### config.mk
export PLATFORM = sky130hd
export DESIGN_NAME = ifetch
export DESIGN_NICKNAME = d
export VERILOG_FILES = /design/src/rtl/ifetch.sv
export SDC_FILE = /design/constraint.sdc
export NUM_CORES = 1
export LEC_CHECK = 0
export CAP_MARGIN = 20
export CORE_MARGIN = 3
export CORE_UTILIZATION = 43
export DETAILED_ROUTE_END_ITERATION = 10
export PLACE_DENSITY = 0.83
export SYNTH_ARGS = -nofsm -noshare
export SYNTH_HDL_FRONTEND = slang
export SYNTH_SLANG_ARGS = --single-unit
### constraint.sdc
create_clock -name clk -period 4.55 [get_ports clk]
set_input_delay 1.1375 -clock clk [delete_from_list [all_inputs] [get_ports clk]]
set_output_delay 1.1375 -clock clk [all_outputs]
set_load 0.05 [all_outputs]
### src/rtl/ifetch.sv
// Instruction fetch unit: keeps the fetch PC, issues one word read at a time to
// the memory controller and pushes returned instructions into the instruction queue.
// Branch/jump redirects discard whatever fetch is in flight.
// Optional direct-mapped one-word-per-line instruction cache enabled by defining ICACHE_EN.
module ifetch #(
  parameter logic [31:0] RESET_PC     = 32'h0,
  parameter int unsigned ICACHE_LINES = 16
) (
  input  logic        clk,
  input  logic        rst,
  input  logic        rdy,
  output logic        mem_req,
  output logic [31:0] mem_addr,
  input  logic        mem_done,
  input  logic [31:0] mem_data,
  output logic        inst_rdy,
  output logic [31:0] inst,
  output logic [31:0] pc_out,
  input  logic        iqueue_full,
  input  logic        jump_en,
  input  logic [31:0] jump_pc
);

  typedef enum logic [1:0] {
    IDLE,
    WAIT,
    DROP
  } state_t;

  state_t      state;
  state_t      state_next;

  logic [31:0] pc;
  logic [31:0] pc_next;
  logic        mem_req_next;
  logic [31:0] mem_addr_next;
  logic        inst_rdy_next;
  logic [31:0] inst_next;
  logic [31:0] pc_out_next;

  logic [31:0] jump_target;
  logic        cache_hit;
  logic [31:0] cache_data;

  assign jump_target = jump_pc & 32'hFFFF_FFFC;

`ifdef ICACHE_EN
  localparam int IDX_W = $clog2(ICACHE_LINES);
  localparam int TAG_W = 30 - IDX_W;

  logic [31:0]             line_data  [ICACHE_LINES];
  logic [TAG_W-1:0]        line_tag   [ICACHE_LINES];
  logic [ICACHE_LINES-1:0] line_valid;

  logic [IDX_W-1:0] rd_idx;
  logic [TAG_W-1:0] rd_tag;
  logic [IDX_W-1:0] wr_idx;
  logic [TAG_W-1:0] wr_tag;
  logic             fill;

  assign rd_idx     = pc[IDX_W+1:2];
  assign rd_tag     = pc[31:IDX_W+2];
  assign wr_idx     = mem_addr[IDX_W+1:2];
  assign wr_tag     = mem_addr[31:IDX_W+2];
  assign fill       = rdy && mem_req && mem_done;
  assign cache_hit  = line_valid[rd_idx] && (line_tag[rd_idx] == rd_tag);
  assign cache_data = line_data[rd_idx];

  // Valid bits: cleared on reset, set by every memory response, even discarded ones
  always_ff @(posedge clk or posedge rst) begin
    if (rst) begin
      line_valid <= '0;
    end else if (fill) begin
      line_valid[wr_idx] <= 1'b1;
    end
  end

  // Line data and tag storage, written alongside the valid bit
  always_ff @(posedge clk) begin
    if (fill) begin
      line_data[wr_idx] <= mem_data;
      line_tag[wr_idx]  <= wr_tag;
    end
  end
`else
  logic unused_cfg;

  assign cache_hit  = 1'b0;
  assign cache_data = 32'h0;
  assign unused_cfg = ^ICACHE_LINES;
`endif

  // State register; rdy low freezes the machine
  always_ff @(posedge clk or posedge rst) begin
    if (rst) begin
      state <= IDLE;
    end else if (rdy) begin
      state <= state_next;
    end
  end

  // Next-state: start a fetch from IDLE, return to IDLE on any memory response,
  // park in DROP when a redirect arrives while a request is still outstanding
  always_comb begin
    state_next = state;
    case (state)
      IDLE: begin
        if (!jump_en && !iqueue_full && !cache_hit) begin
          state_next = WAIT;
        end
      end
      WAIT: begin
        if (mem_done) begin
          state_next = IDLE;
        end else if (jump_en) begin
          state_next = DROP;
        end
      end
      DROP: begin
        if (mem_done) begin
          state_next = IDLE;
        end
      end
      default: state_next = IDLE;
    endcase
  end

  // Next values of PC, request and push outputs; the push strobe is a single-cycle pulse
  always_comb begin
    pc_next       = pc;
    mem_req_next  = mem_req;
    mem_addr_next = mem_addr;
    inst_rdy_next = 1'b0;
    inst_next     = inst;
    pc_out_next   = pc_out;
    case (state)
      IDLE: begin
        if (jump_en) begin
          pc_next = jump_target;
        end else if (!iqueue_full) begin
          if (cache_hit) begin
            inst_next     = cache_data;
            pc_out_next   = pc;
            inst_rdy_next = 1'b1;
            pc_next       = pc + 32'd4;
          end else begin
            mem_req_next  = 1'b1;
            mem_addr_next = pc;
          end
        end
      end
      WAIT: begin
        if (mem_done) begin
          mem_req_next = 1'b0;
          if (jump_en) begin
            pc_next = jump_target;
          end else begin
            inst_next     = mem_data;
            pc_out_next   = pc;
            inst_rdy_next = 1'b1;
            pc_next       = pc + 32'd4;
          end
        end else if (jump_en) begin
          pc_next = jump_target;
        end
      end
      DROP: begin
        if (jump_en) begin
          pc_next = jump_target;
        end
        if (mem_done) begin
          mem_req_next = 1'b0;
        end
      end
      default: begin
        mem_req_next = 1'b0;
      end
    endcase
  end

  // Datapath registers; reset abandons any request in flight
  always_ff @(posedge clk or posedge rst) begin
    if (rst) begin
      pc       <= RESET_PC;
      mem_req  <= 1'b0;
      mem_addr <= 32'h0;
      inst_rdy <= 1'b0;
      inst     <= 32'h0;
      pc_out   <= 32'h0;
    end else if (rdy) begin
      pc       <= pc_next;
      mem_req  <= mem_req_next;
      mem_addr <= mem_addr_next;
      inst_rdy <= inst_rdy_next;
      inst     <= inst_next;
      pc_out   <= pc_out_next;
    end
  end

endmodule

==> metrics.cfg <==
[critical_path]
critical_path_required_ns=4.84
slowest_delay_ns=0.58
cp-end-kind=register
arrival_ns=3.63
cp_slowest_cell=clkdlybuf4s50_1
crit_chain=clkdlybuf4s50_1 > or3b_1 > nor4_4 > and3_1 > a31oi_1 > or3_1
reg2reg_slack_ns=1.75
worstPathMaxFanout=7
worst-setup-path-type=input port to register
path_delay_family=simple AND/OR/NAND/NOR gates
path_buf_inv=1
start_kind=input port

[power_and_ir_drop]
intPower_mw=3.72
p_seq_frac=0.308
pwr-share-clk=0.206
power_switching_mw=2.82
p_leak_nw=3.52
switching_share=0.431
vdd_drop_max_v=0.000375
comb_power_share=0.487
pwr_density_cell_nw_per_um2=786

[cts]
path_clk_slew_ns=0.06
cts-hold-fix-buffers=0
clockBufferDepth=2
clockRootBuffer=clkbuf_16
cts_setup_buffers=0
cts_resized=0
insertion_delay_ns=0.41
cts_sinks=132
numCtsBuffers=17
cts_max_level=4
cts_tree=yes

[sta]
slew-limit-headroom=0.265
worstMarginPinSlew_ns=1.10
drv_slew=0
fin_crit_ns=3.34
setup_tns_ns=0
post-route-period-util=0.735
rsz0062_at_grt=no
hold_viol=0
clock_skew_ns=0.00676
setup_viol=0
fmax_mhz=299
fin_ws_ns=1.21

[detailed_routing]
viasPerCell=5.57
dr.pass1.iters=5
ant_nets=0
wirelength_um=15400
vias=4640
drtIter0Drc=315
post_drt_wl_per_cell_um=18.5
remaining_drc_errors=0

[floorplan]
num_rows=42
die_x_um=123
dieArea_um2=15200
io_pins=168
die-height_um=123
core-area_um2=13300
initial_core_util=0.443

[finish]
drive_gt1_frac=0.212
final_cell_count_no_fill=833
area_growth_pct=40.5
final_cell_mix=clkdlybuf4s50_1 (164), dfrtp_1 (132), mux2_2 (93)
layout_commonest_cell=clkdlybuf4s50_1
nets=722
antenna_cells=0

[global_route]
grt_overflow=0
grt_use_total=0.208
grt_max_degree=64
first_global_vias=4817
antenna_found_initial=0
grt_pass1_wl_um=24400

[job]
cap_violations=0

[yosys]
synth_edf_count=0
synthCells=491
async_flop_share=1.00
mappedNetlistArea_um2=5920
synth_seq_cells=132
yosysUniqueCellTypes=49
syn_area_per_cell_um2=12.1
synth_flop_cell=dfrtp_1
ys_warn_count=0
ys_seq_area_frac=0.558
syn_nets=566

[placement]
gp_congestion=0.820
place_inst=804
dpl_worst_slack_ns=0.835
dp_hpwl_um=10900
port_buffers=165

[outcome]
status=complete, no violations

[min_path]
min-delay-path-class=register to register

==> cells by family (layout without fill, tap and decap cells) <==
| family | after synthesis | in the layout | share of synthesized area |
|---|---|---|---|
| multiplexers | 94 | 94 | 0.179 |
| adder cells (fa/ha/maj) | 5 | 5 | 0.0106 |
| AND/OR/NAND/NOR | 121 | 121 | 0.121 |
| AO/OA/AOI/OAI | 92 | 92 | 0.0991 |
| buffers and inverters | 47 | 213 | 0.0330 |
| flip-flops | 132 | 132 | 0.558 |
==> worst reg2reg max path, cell delays in order (launching register included) <==
cell and delay (ns):
dfrtp_1 0.39, inv_1 0.09, ha_1 0.29, or3b_1 0.55, nor4_4 0.57, and3_1 0.37
a31oi_1 0.11, or3_1 0.30
==> state kept, by name (all words and copies together) (netlist names) <==
name and count:
inst 32, inst_rdy 1, mem_addr 32, mem_req 1
pc 32, pc_out 32, state 2
==> power groups by stage <==
stage | combinational [mW] | sequential, mW | clock [mW]
after floorplan | 0.710 | 3.37 | 0
after global placement | 3.13 | 1.99 | 0
after detailed placement | 3.19 | 2.03 | 0
after CTS | 3.20 | 2.01 | 1.37
after global routing | 3.33 | 2.08 | 1.42
final | 3.18 | 2.01 | 1.34
==> layout make-up <==
class	count	area, µm²
Timing Repair Buffer	176	1740
Clock buffer	24	482
Sequential cell	132	3300
Multi-Input combinational cell	312	2440
Fill cell	1079	5030
Tap cell	176	220
Inverter	8	33.8
Clock inverter	5	100
==> through the flow <==
step           hold WS, ns  utilization  power, mW  instance area (µm²)
4_1_cts              0.483        0.623       6.59                 8320
5_1_grt              0.514        0.623       6.83                 8320
3_5_place_dp         0.472        0.580       5.22                 7740
3_3_place_gp         0.467        0.580       5.12                 7740
2_1_floorplan        0.466            -       4.08                 5920
6_report             0.481        0.623       6.53                 8320
==> cells in the mapped netlist, types with 2 or more instances <==
| master | n | area (µm²) |
|---|---|---|
| dfrtp_1 | 132 | 3300 |
| mux2_2 | 93 | 1050 |
| o21ai_0 | 29 | 145 |
| clkbuf_1 | 27 | 101 |
| nand2_1 | 22 | 82.6 |
| a21oi_1 | 21 | 105 |
| nand3_1 | 15 | 75.1 |
| nor2_1 | 14 | 52.6 |
| and3_1 | 13 | 81.3 |
| nor3_1 | 12 | 60.1 |
| nand4_1 | 9 | 56.3 |
| inv_1 | 8 | 30.0 |
| a31oi_1 | 7 | 43.8 |
| buf_1 | 7 | 26.3 |
| or3_1 | 6 | 37.5 |
| a211oi_1 | 5 | 37.5 |
| a311oi_1 | 5 | 43.8 |
| and4_1 | 5 | 43.8 |
| ha_1 | 5 | 62.6 |
| nor4_1 | 5 | 31.3 |
| a22oi_1 | 4 | 30.0 |
| a31o_2 | 3 | 26.3 |
| and2_1 | 3 | 18.8 |
| buf_2 | 3 | 15.0 |
| nand3b_1 | 3 | 22.5 |
| o211ai_1 | 3 | 22.5 |
| o22a_1 | 3 | 26.3 |
| a2bb2oi_1 | 2 | 17.5 |
| a41o_1 | 2 | 20.0 |
| buf_6 | 2 | 22.5 |
| nand2b_1 | 2 | 12.5 |
| nor4_4 | 2 | 42.5 |
| nor4b_1 | 2 | 17.5 |
| nor4bb_1 | 2 | 20.0 |
==> layer usage <==
layer | vias to the layer above | GRT usage | wire, µm
li1 | 2134 | - | -
met1 | 2294 | 0.249 | 6160
met2 | 185 | 0.362 | 8010
met3 | 27 | 0.0544 | 965
met4 | 0 | 0.0713 | 252
met5 | - | 0 | 0
==> final timing paths <==
path	startpoint	end	cells past startpoint
setup / recovery	mem_done	pc[28]	6
hold / removal	pc_out[13]	pc_out[13]	2
setup reg to reg	state[0]	pc[28]	7
hold reg to reg	pc_out[13]	pc_out[13]	2
max in group asynchronous	rst	pc_out[1]	3
min in group asynchronous	rst	pc[8]	2
Power figures use the tool's default switching activity.
